===== config.mk =====
export PLATFORM = sky130hd
export DESIGN_NAME = icache_line_fill
export DESIGN_NICKNAME = d
export VERILOG_FILES = /design/src/rtl/icache_line_fill.sv
export SDC_FILE = /design/constraint.sdc
export NUM_CORES = 1
export LEC_CHECK = 0
export BUFFER_PORTS_ARGS = -buffer_cell sky130_fd_sc_hd__buf_2
export CAP_MARGIN = 15
export CELL_PAD_IN_SITES_DETAIL_PLACEMENT = 0
export CELL_PAD_IN_SITES_GLOBAL_PLACEMENT = 1
export CORE_AREA = 5 5 286 288
export CTS_BUF_LIST = sky130_fd_sc_hd__clkbuf_4 sky130_fd_sc_hd__clkbuf_8 sky130_fd_sc_hd__clkbuf_16
export CTS_CLUSTER_SIZE = 14
export DETAILED_ROUTE_END_ITERATION = 8
export DIE_AREA = 0 0 291 293
export GPL_ROUTABILITY_DRIVEN = 0
export PLACE_DENSITY_LB_ADDON = 0.1
export RECOVER_POWER = 50
export REMOVE_ABC_BUFFERS = 1
export SETUP_SLACK_MARGIN = 0.02
export SLEW_MARGIN = 20
export SYNTH_ARGS = -nofsm -noshare
export SYNTH_HDL_FRONTEND = slang
export SYNTH_SLANG_ARGS = --single-unit

===== constraint.sdc =====
create_clock -name clk -period 1.6 [get_ports clk]
set_input_delay 0.24 -clock clk [delete_from_list [all_inputs] [get_ports clk]]
set_output_delay 0.24 -clock clk [all_outputs]
set_load 0.1 [all_outputs]

===== src/rtl/icache_line_fill.sv =====
// icache_line_fill
// ----------------
// Bus-side fill engine for the L1 instruction cache. On a miss it issues a
// single line-read request to the Sysbus arbiter, accepts BEATS response
// beats of BUS_DATA_WIDTH bits each, and assembles them into a LINE_BITS line.
// out_offset counts received bits. It reaches LINE_BITS only when a fill
// completes without being aborted. The instruction cache waits for that value
// before writing a way.
//
// Ports
//   clk          clock
//   reset        synchronous reset, active low
//   in_miss      icache miss (level, held until the line is written)
//   in_pc        miss address
//   in_hold      icache stalled; keeps the completed line presented
//   in_flush     abort the current fill (redirect)
//   bus_reqcyc   request valid
//   bus_req      line-aligned request address
//   bus_reqtag   request tag (memory read)
//   bus_reqack   request accepted by the arbiter
//   bus_respcyc  response beat valid
//   bus_resp     response beat data
//   bus_resptag  response tag (unused: only one request is ever outstanding)
//   bus_respack  response beat accepted (combinational)
//   out_data     assembled line
//   out_offset   bits received so far; LINE_BITS means the line is complete
//   out_busy     engine not idle
module icache_line_fill #(
  parameter int                       BUS_DATA_WIDTH = 64,
  parameter int                       BUS_TAG_WIDTH  = 13,
  parameter int                       LINE_BITS      = 512,
  parameter logic [BUS_TAG_WIDTH-1:0] REQ_TAG        = 13'h1100
) (
  input  logic                      clk,
  input  logic                      reset,
  input  logic                      in_miss,
  input  logic [BUS_DATA_WIDTH-1:0] in_pc,
  input  logic                      in_hold,
  input  logic                      in_flush,
  output logic                      bus_reqcyc,
  output logic [BUS_DATA_WIDTH-1:0] bus_req,
  output logic [BUS_TAG_WIDTH-1:0]  bus_reqtag,
  input  logic                      bus_reqack,
  input  logic                      bus_respcyc,
  input  logic [BUS_DATA_WIDTH-1:0] bus_resp,
  input  logic [BUS_TAG_WIDTH-1:0]  bus_resptag,
  output logic                      bus_respack,
  output logic [LINE_BITS-1:0]      out_data,
  output logic [9:0]                out_offset,
  output logic                      out_busy
);

  localparam int         BEATS         = LINE_BITS / BUS_DATA_WIDTH;
  localparam int         BEAT_W        = $clog2(BEATS);
  localparam int         LINE_OFF_BITS = $clog2(LINE_BITS / 8);
  localparam logic [9:0] OFF_STEP      = 10'(BUS_DATA_WIDTH);
  localparam logic [9:0] OFF_FULL      = 10'(LINE_BITS);

  typedef enum logic [1:0] {
    S_IDLE = 2'd0,
    S_REQ  = 2'd1,
    S_RESP = 2'd2,
    S_DONE = 2'd3
  } state_t;

  state_t                      r_state;
  state_t                      w_state_nxt;
  logic                        r_reqcyc;
  logic [BUS_DATA_WIDTH-1:0]   r_req;
  logic [BUS_TAG_WIDTH-1:0]    r_reqtag;
  logic [LINE_BITS-1:0]        r_data;
  logic [9:0]                  r_offset;
  logic [9:0]                  w_offset_nxt;
  logic                        r_busy;
  logic [BEAT_W-1:0]           r_beat;
  logic                        r_abort;
  logic                        w_beat_acc;
  logic                        w_last_beat;
  logic                        w_abort_now;
  logic                        w_start;
  logic                        w_unused;

  // Low address bits are dropped by line alignment; the response tag carries
  // no information while a single request is in flight.
  assign w_unused = ^{in_pc[LINE_OFF_BITS-1:0], bus_resptag};

  assign w_beat_acc  = (r_state == S_RESP) && bus_respcyc;
  assign w_last_beat = w_beat_acc && (r_beat == BEAT_W'(BEATS - 1));
  // A flush arriving on the final beat still cancels the completion pulse.
  assign w_abort_now = r_abort | in_flush;
  assign w_start     = (r_state == S_IDLE) && (w_state_nxt == S_REQ);

  // State register
  always_ff @(posedge clk) begin
    if (!reset) begin
      r_state <= S_IDLE;
    end else begin
      r_state <= w_state_nxt;
    end
  end

  // Next-state logic
  always_comb begin
    w_state_nxt = r_state;
    case (r_state)
      S_IDLE: begin
        if (in_miss && !in_flush) w_state_nxt = S_REQ;
      end
      S_REQ: begin
        // An ack that coincides with a flush still commits the request; the
        // beats must be drained, so the flush is recorded as an abort instead.
        if (bus_reqack)    w_state_nxt = S_RESP;
        else if (in_flush) w_state_nxt = S_IDLE;
      end
      S_RESP: begin
        if (w_last_beat) w_state_nxt = w_abort_now ? S_IDLE : S_DONE;
      end
      S_DONE: begin
        if (!in_hold) w_state_nxt = S_IDLE;
      end
      default: w_state_nxt = S_IDLE;
    endcase
  end

  // Output logic: combinational response ack and next offset value
  always_comb begin
    bus_respack  = w_beat_acc;
    w_offset_nxt = r_offset;
    case (r_state)
      S_IDLE: w_offset_nxt = '0;
      S_REQ:  w_offset_nxt = r_offset;
      S_RESP: begin
        if (w_beat_acc) begin
          if (w_last_beat && w_abort_now) w_offset_nxt = '0;
          else                            w_offset_nxt = r_offset + OFF_STEP;
        end
      end
      S_DONE: w_offset_nxt = (w_state_nxt == S_IDLE) ? 10'd0 : OFF_FULL;
      default: w_offset_nxt = '0;
    endcase
  end

  // Registered outputs and datapath
  always_ff @(posedge clk) begin
    if (!reset) begin
      r_reqcyc <= 1'b0;
      r_req    <= '0;
      r_reqtag <= '0;
      r_data   <= '0;
      r_offset <= '0;
      r_busy   <= 1'b0;
      r_beat   <= '0;
      r_abort  <= 1'b0;
    end else begin
      r_reqcyc <= (w_state_nxt == S_REQ);
      r_reqtag <= (w_state_nxt == S_REQ) ? REQ_TAG : '0;
      r_busy   <= (w_state_nxt != S_IDLE);
      r_offset <= w_offset_nxt;

      if (w_start) begin
        r_req <= {in_pc[BUS_DATA_WIDTH-1:LINE_OFF_BITS], {LINE_OFF_BITS{1'b0}}};
      end

      // Beat counter wraps back to zero after the last beat of a line.
      if (w_start) begin
        r_beat <= '0;
      end else if (w_beat_acc) begin
        r_beat <= r_beat + 1'b1;
      end

      for (int k = 0; k < BEATS; k++) begin
        if (w_beat_acc && (r_beat == BEAT_W'(k))) begin
          r_data[k*BUS_DATA_WIDTH +: BUS_DATA_WIDTH] <= bus_resp;
        end
      end

      if (w_state_nxt == S_IDLE || w_start) begin
        r_abort <= 1'b0;
      end else if ((r_state == S_REQ && bus_reqack && in_flush) ||
                   (r_state == S_RESP && in_flush)) begin
        r_abort <= 1'b1;
      end
    end
  end

  assign bus_reqcyc = r_reqcyc;
  assign bus_req    = r_req;
  assign bus_reqtag = r_reqtag;
  assign out_data   = r_data;
  assign out_offset = r_offset;
  assign out_busy   = r_busy;

endmodule


# After elaboration in Yosys (flattened, before gate mapping)

Cells that the tools add are included.

Register bits after elaboration: 601
Output and inout bits: 602
Logic and storage cells: 70

Add/subtract/negate cells: 2
Equal/unequal tests: 12
Muxes and demuxes: 12
Bitwise logic cells: 3
Reduce and logical (&&, ||, !) cells: 25

Operator list:

| cell                                                            | count |
|---|---|
| 10-bit 2-to-1 mux                                               | 3 |
| 10-bit one-hot mux with 3 select lines                          | 1 |
| 1-bit logical AND                                               | 15 |
| 13-bit 2-to-1 mux                                               | 1 |
| 3-bit == test, second input constant                            | 4 |
| 2-bit 2-to-1 mux                                                | 6 |
| 10-bit by 7-bit adder with 10-bit output, second input constant | 1 |
| 2-bit one-hot mux with 4 select lines                           | 1 |
| 3-bit by 2-bit == test with 1-bit output, second input constant | 2 |
| 2-bit by 1-bit == test with 1-bit output, second input constant | 2 |
| 2-bit == test, second input constant                            | 2 |
| 2-bit zero test                                                 | 2 |
| 2-bit OR reduction                                              | 2 |
| 3-bit by 1-bit adder with 3-bit output, second input constant   | 1 |
| 3-bit by 1-bit == test with 1-bit output, second input constant | 1 |
| 3-bit zero test                                                 | 1 |
| 1-bit logical OR                                                | 2 |
| 2-bit != test, second input constant                            | 1 |
| 1-bit inverter                                                  | 2 |
| 2-bit AND reduction                                             | 1 |
| 2-bit nonzero test                                              | 1 |
| 1-bit zero test                                                 | 1 |
| 1-bit bitwise OR                                                | 1 |

# Depth between registers and ports, before layout

Gate-level depths: netlist of the first run.

Depth after elaboration: 9
Gate-level depth with buffers: 8
Mapped depth without buffers: 6

# Least setup slack after synthesis of the first run

No wires, ideal clock.

Kind: register to register
Start: reg r_state[0]
End: reg r_data[195] (netlist: out_data[195])
Data arrival time: 1.736 ns
Data required time: 1.468 ns
Setup slack: -0.268 ns
Stages on the path, launching flop included: 8
Path buffers: 3
Path through: dfxtp_1 > and3b_1 > buf_2 > buf_2 > nand2_2 > buf_4 > nand2_1 > a21oi_1

Word-level cells in the longest chain between the ends: 3

RTL lines:

| element                       | line | source |
|---|---|---|
| start, declared               | 66   | `state_t r_state;` |
| start signal, assigned        | 98   | `r_state <= w_state_nxt;` |
| 2-bit == test                 | 87   | `assign w_beat_acc = (r_state == S_RESP) && bus_respcyc;` |
| 1-bit logical AND             | 87   |  |
| net bus_respack               | 47   | `output logic bus_respack,` |
| 1-bit logical AND             | 172  | `if (w_beat_acc && (r_beat == BEAT_W'(k))) begin` |
| end signal, assigned by index | 173  | `r_data[k*BUS_DATA_WIDTH +: BUS_DATA_WIDTH] <= bus_resp;` |
| end, declared                 | 71   | `logic [LINE_BITS-1:0] r_data;` |

The timed path passes the listed nets, and every way through them passes these cells.
A chain may end at the register's enable or synchronous reset.

# Worst setup path in the final report of the first run

Start: reg r_state[0]
End: out bus_respack

Word-level cells in the longest chain between the ends: 2

RTL lines:

| element           | line |
|---|---|
| 2-bit == test     | 87 |
| 1-bit logical AND | 87 |
| end, declared     | 47 |

Every way passes these cells.

==> results by group, run 1 <==
Yosys
  – Most common flop cell mapped by yosys: dfxtp_1
  – Summed instance area of the synthesized netlist: 20920 sq um
  – Biggest area contributors in the synthesized netlist: dfxtp_1 56%, nand2_1 20%, a21oi_1 13%, buf_4 2.4%, clkbuf_1 1.8%
  – Multiplexer fraction of the synthesized cell area: 0.002034
  – Number of standard cells after synthesis: 2647
  – Number of distinct library cell variants in the gate-level netlist after synthesis: 41
  – Count of synthesis-stage warnings from yosys: 0
  – Cell type contributing the most total cell area after synthesis: dfxtp_1
  – Syn Area/Cell: 7.902 sq um
  – Adder-Cell Fraction of Synth Area: 0.004187
  – Share of synthesized cell area in and, or, nand and nor gates: 0.2185
  – Dominant combinational cell family by area after synthesis: simple AND/OR/NAND/NOR gates
  – Post-synth EDFFs: 0
  – Area fraction in compound gates after synthesis: 0.1428
  – Fraction of registers with async set/reset: 0
  – Area share of the largest cell type after synthesis: 0.5570
  – Sequential element share of the synthesized area: 0.5570
  – Xor/xnor share of the synthesized area: 0.0008374
  – Synth Register Bits: 582

Clocking
  – Maximum buffer depth of the clock tree: 3
  – Cell at the root of the clock tree: clkbuf_16
  – Maximum level of the CTS H-tree: 3
  – Clock transition time at the flip-flop clock pins of the worst setup and hold paths: 60 ps
  – Clock tree from TritonCTS: done
  – Clock latency on the worst-skew pair: 620 ps
  – Total clock sinks: 582
  – Number of buffers added by the clock tree synthesis step: 69

Finish
  – Area growth from synthesis to layout: 60.83%
  – Area of the multi-input gates: 8746 sq um
  – Commonest non-fill, non-tap cell in the layout: nand2_1
  – Fillcell total: 7894
  – Post-route cell area: 33640 sq um
  – Utilization after layout: 0.4279
  – Inserted Diodes: 0
  – Number of nets in the layout: 3638
  – Commonest non-fill, non-tap cells in the layout: 1059 x nand2_1, 572 x dfxtp_1, 470 x a21oi_1
  – Layout cells sized above 1: 0.3517
  – Number of standard cells in the layout, taps in and fillers out: 4587
  – Area of all sequential standard cells: 11660 sq um

Place
  – DP Worst Slack: -165.6 ps
  – PortBufs: 707
  – Placement Cell Area: 25970 sq um
  – Total placed cells including tap cells: 4261
  – DPL Wire Length: 67.62 mm

GRT
  – Grt total ovfl: 0
  – Global-route wire length before repair: 143.1 mm
  – Via count of the first global-routing pass: 20150
  – Total routing resource utilization after global routing: 0.2230
  – Initial antenna violation count: 2
  – Maximum number of pins on one net before global-route repair: 79

Drt
  – DRT Wirelength: 105.1 mm
  – Detailed-route wire length per cell: 22.91 um
  – Starting DRT DRC Count: 1211
  – Routed length on met3: 7.793 mm
  – Via count of the routed design: 21150
  – Highest routed metal layer: met5
  – Met1 wire length: 42.55 mm
  – Vias per inst: 4.610
  – First drt pass iteration count: 5
  – # DRC: 0
  – Met2 routed WL: 51.61 mm
  – Antenna-violating nets left: 0

Floorplan
  – Die footprint: 85260 sq um
  – Height of the chip: 293 um
  – Area of the core: 78610 sq um
  – Rows: 103
  – Die X: 291 um
  – I/O pin count: 750
  – Effective utilization at floorplan: 0.2661

Run
  – Count of maximum capacitance violations: 0

STA
  – Pins over their slew limit: 0
  – Final total negative setup slack: -20390 ps
  – Final-report setup violation count: 366
  – Period Utilization, post-route: 1.085
  – Fin Hold WS: 78.22 ps
  – Final critical-path setup slack: -136.3 ps
  – Max Clk Rate: 0.5759 GHz
  – Final Critical Period: 1736 ps
  – Number of hold violations in the final report: 0
  – Skew final: 22.36 ps
  – RSZ-0062 raised after global routing: yes

Worst setup path
  – Sort of element at the start of the critical path: register
  – Worst-case reg-to-reg path depth: 8
  – Required time of the critical path: 1360 ps
  – Kind of cell adding the most delay to the critical path: flip-flops
  – Max incr delay on CP: 320 ps
  – Reg-to-reg slack, setup: -130 ps
  – Worst Path Buf+Inv: 2
  – Critical-path cell with the highest stage delay: dfxtp_2
  – Worst reg2reg path startpoint: r_state[0]
  – Capturing point of the worst reg2reg path: out_data[166]
  – Maximum fanout along the worst path: 3
  – CP arrival: 1500 ps
  – Critical Path End Type: output pin
  – Crit path cell chain: and3b_2, buf_12, buf_16
  – Worst Setup Path Type: reg2out

Min path
  – End of the worst hold path: out_data[177]
  – Hold depth: 3
  – Min-delay worst type: in2reg
  – Start point of the worst min-delay path: bus_resp[49]

Status
  – Failing checks: setup timing
  – Result of the run: finished with violations

Power and ir drop
  – PwrDens: 1016 nW/um^2
  – IR Drop Worst-Case VDD: 705.3 uV
  – Cell leakage power: 13.38 nW
  – Power after layout: 34.17 mW
cell families (layout without fill, tap and decap cells):
kind of cell | Yosys count | after routing
flip-flops | 582 | 582
other | 1 | 23
XOR/XNOR | 2 | 2
buffers and inverters | 280 | 1148
AO/OA/AOI/OAI | 584 | 584
multiplexers | 4 | 4
AND/OR/NAND/NOR | 1187 | 1187
adder cells (fa/ha/maj) | 7 | 7
report_power, final:
part,total (mW),switching (mW),internal (mW),leakage [nW]
logic,2.56,1.87,0.683,7.45
registers,14.7,0.0668,14.6,4.70
clock network,17.0,6.59,10.4,1.24
total,34.2,8.53,25.6,13.4
registers in the layout, indices dropped and copies added (netlist names):
name        flops
bus_req        58
bus_reqtag      1
out_busy        1
out_data      512
out_offset      4
r_abort         1
r_beat          3
r_state         2
metal layers:
| metal | GRT usage | vias up |
|---|---|---|
| li1 | - | 10110 |
| met5 | 0 | - |
| met2 | 0.3907 | 740 |
| met3 | 0.05964 | 140 |
| met4 | 0.06681 | 2 |
| met1 | 0.2694 | 10160 |
cells in the mapped netlist (2+ instances only):
cell	instances
a21oi_1	561
a21oi_2	10
a31oi_1	2
and2_1	6
and3_1	4
buf_1	10
buf_2	74
buf_4	66
buf_6	22
clkbuf_1	103
dfxtp_1	582
ha_1	7
inv_1	4
mux2_2	2
mux2i_1	2
nand2_1	1138
nand2_2	11
nand3_1	2
nand3_2	3
nor2_1	11
nor2b_1	3
nor3_1	2
o211ai_1	2
o21ai_0	2
xnor2_1	2
worst max path at each step:
stage	from	end	slack, ps	depth (start not counted)
after floorplan	reset	out_offset[9]	-3700	3
after global placement	r_beat[1]	r_abort	-170	6
after detailed placement	r_beat[0]	out_offset[9]	-170	6
after CTS	r_state[0]	bus_respack	-160	3
after global routing	r_state[0]	out_data[166]	-230	8
final	r_state[0]	bus_respack	-140	3
worst min-delay path: cells and delay by family:
family          cells  cell delay [ps]
compound gates      1               40
buf+inv             1              230
simple gates        1              120
area by class of cell:
class                   count  area share
repair buffers           1018      0.2803
well taps                1050     0.03905
flip-flops and latches    582      0.3467
clock inverters            20     0.01008
inverters                   5   0.0007810
multi-input cells        1807      0.2600
clock buffers             105     0.06308
what timing repair did:
action                                  CTS  global route
endpoints found under the hold margin   565             0
setup buffers                            24            20
resized for setup                       657           242
gates cloned                             16            20
pin swaps                                14            95
hold buffers                            124             0
endpoints found under the setup margin  904           581
Note: power is estimated with default switching activity, not from simulation.
==> run 2: changes to the inputs <==
CORE_AREA = 5 5 287 289   (was 5 5 286 288)
DIE_AREA = 0 0 292 294   (was 0 0 291 293)
clock period = 2 ns   (was 1.6 ns; I/O delays follow)
==> run 2 against run 1 <==
The run now ends clean. Non-clock buffer count fell by 148. Sequential share of layout area rose by 6.0 points. Count of clock-buffer cells in the layout fell by 8. Sequential cell count did not move. Sequential power fell by 20%. Clock power fell by 26%. Combinational power fell by 28%. Utilization fell by 6.8 points. Routed wire length fell by 11%. Largest power group unchanged. Highest routed layer is now met4.
==> results by group, run 2 (synthesis results as in run 1) <==
GRT
  – Initial antenna violation count: 1 (-1)
  – Total routing resource utilization after global routing: 0.2063 (-0.01667)
  – Grt total ovfl: 0 (unchanged)
  – Global-route wire length before repair: 134.5 mm (-6.0%)
  – Maximum number of pins on one net before global-route repair: 65 (-18%)
  – Via count of the first global-routing pass: 19460 (-3.4%)

Floorplan
  – Area of the core: 79640 sq um (+1.3%)
  – I/O pin count: 750 (unchanged)
  – Rows: 104 (+0.97%)
  – Die footprint: 85850 sq um (+0.69%)
  – Die X: 292 um (+0.34%)
  – Height of the chip: 294 um (+0.34%)
  – Effective utilization at floorplan: 0.2627 (-0.003420)

Finish
  – Number of standard cells in the layout, taps in and fillers out: 4440 (-3.2%)
  – Layout cells sized above 1: 0.2743 (-0.07737)
  – Number of nets in the layout: 3491 (-4.0%)
  – Number of flip-flops under the largest register name: 512 (unchanged)
  – Commonest non-fill, non-tap cells in the layout: 1138 x nand2_1, 581 x dfxtp_1, 561 x a21oi_1
  – Commonest non-fill, non-tap cell in the layout: nand2_1
  – Area growth from synthesis to layout: 36.99%

Place
  – DP Worst Slack: 8.229 ps (+173.8 ps)
  – Total placed cells including tap cells: 4226 (-0.82%)
  – DPL Wire Length: 64.02 mm (-5.3%)
  – PortBufs: 707 (unchanged)

STA
  – Number of hold violations in the final report: 0 (unchanged)
  – Worst Max-Slew Pin Slew: 675.2 ps
  – Max transition margin: 0.5498
  – Final Critical Period: 1850 ps
  – Skew final: 30.64 ps (+8.271 ps)
  – Max Clk Rate: 0.5405 GHz
  – Final-report setup violation count: 0 (-100%)
  – Period Utilization, post-route: 0.9251
  – Final critical-path setup slack: 149.7 ps (+286.1 ps)
  – Final total negative setup slack: 0 ps (+20390 ps)
  – Pins over their slew limit: 0 (unchanged)
  – RSZ-0062 raised after global routing: no
  – Fin Hold WS: 39.16 ps (-39.06 ps)

Run
  – Count of maximum capacitance violations: 0 (unchanged)

Worst setup path
  – Reg-to-reg slack, setup: 160 ps (+290 ps)
  – Kind of cell adding the most delay to the critical path: flip-flops
  – CP arrival: 1550 ps (+50 ps)
  – Max incr delay on CP: 400 ps (+80 ps)
  – Maximum fanout along the worst path: 4 (+1)
  – Critical Path End Type: output pin
  – Critical-path cell with the highest stage delay: dfxtp_1
  – Worst Path Buf+Inv: 2 (unchanged)
  – Worst reg2reg path startpoint: r_state[0]
  – Crit path cell chain: and3b_2, buf_4, buf_12
  – Sort of element at the start of the critical path: register
  – Required time of the critical path: 1700 ps (+340 ps)
  – Worst Setup Path Type: reg2out
  – Critical path startpoint: r_state[0]

Drt
  – Vias per inst: 4.534 (-1.7%)
  – # DRC: 0 (unchanged)
  – Via count of the routed design: 20130 (-4.8%)
  – First drt pass iteration count: 5 (unchanged)
  – Starting DRT DRC Count: 1096 (-9.5%)
  – DRT Wirelength: 94.04 mm (-11%)
  – Antenna-violating nets left: 0 (unchanged)
  – Detailed-route wire length per cell: 21.18 um (-7.6%)

Clocking
  – Maximum level of the CTS H-tree: 3 (unchanged)
  – Cell at the root of the clock tree: clkbuf_16
  – Number of buffers added by the clock tree synthesis step: 70 (+1.4%)
  – Clock transition time at the flip-flop clock pins of the worst setup and hold paths: 60 ps (about the same)
  – Clock latency on the worst-skew pair: 600 ps (-20 ps)
  – Maximum buffer depth of the clock tree: 3 (unchanged)
  – Total clock sinks: 582 (unchanged)
  – Clock tree from TritonCTS: done

Min path
  – Min-delay worst type: in2reg
  – Start point of the worst min-delay path: bus_resp[6]

Status
  – Result of the run: completed

Power and ir drop
  – PwrDens: 909.8 nW/um^2 (-10%)
  – Cell leakage power: 11.70 nW (-13%)
  – IR Drop Worst-Case VDD: 515.0 uV (-27%)
-- run 2: cell count changes in the layout (fill, tap and decap cells not counted), sizes merged, moves of 3 or more --
cell	delta
buf	-127
bufinv	-4
clkinv	+4
dlygate4sd3	-28
inv	-3
-- run 2: through the flow --
step                      instance area, sq um  utilization  total power [mW]
after floorplan                          19460            -             13.02
after global placement                   25530       0.3206             13.67
after detailed placement                 25530       0.3206             13.68
after CTS                                28740       0.3609             26.52
after global routing                     28660       0.3598             27.02
final                                    28660       0.3598             26.07
-- run 2: layer usage --
layer | track usage | vias up | share of wire
met5 | 0 | - | 0
met4 | 0.07077 | 0 | 0.035
met3 | 0.06302 | 141 | 0.079
met2 | 0.3567 | 694 | 0.49
met1 | 0.2441 | 9526 | 0.40
li1 | - | 9769 | -
-- run 2: path summary, 6_finish.rpt --
kind / end / cells after the start
worst min register to register: out_data[424] / 2
worst max-delay path: bus_respack / 3
worst max register to register: out_data[338] / 7
worst min-delay path: out_data[454] / 3
-- run 2: final cells by class --
cell class	instances	area (sq um)
clock inverter	18	197.7
tap	1060	1326
timing repair buffer	870	5538
inverter	5	26.28
fill	8362	50980
clock buffer	97	2034
antenna	1	2.502
multi-input combinational	1807	7878
sequential	582	11650
-- run 2: where the power goes --
part           internal (mW)  switching, mW
Combinational          0.425           1.42
Sequential              11.7         0.0448
Clock                   7.47           5.04
-- run 2: timing repair --
action	CTS	global route
hold endpoints to repair	306	0
setup buffers	2	0
endpoints found under the setup margin	3	2
hold buffers	96	0
pin swaps	1	0
gates resized for setup	1	2
-- run 2: worst reg2reg max path, stage by stage (launching register included) --
cell and delay, ps:
dfxtp_1 400, and3b_2 240, buf_4 160, clkbuf_1 200, nand3_4 160, buf_6 350
nand2_1 110, a21oi_1 150
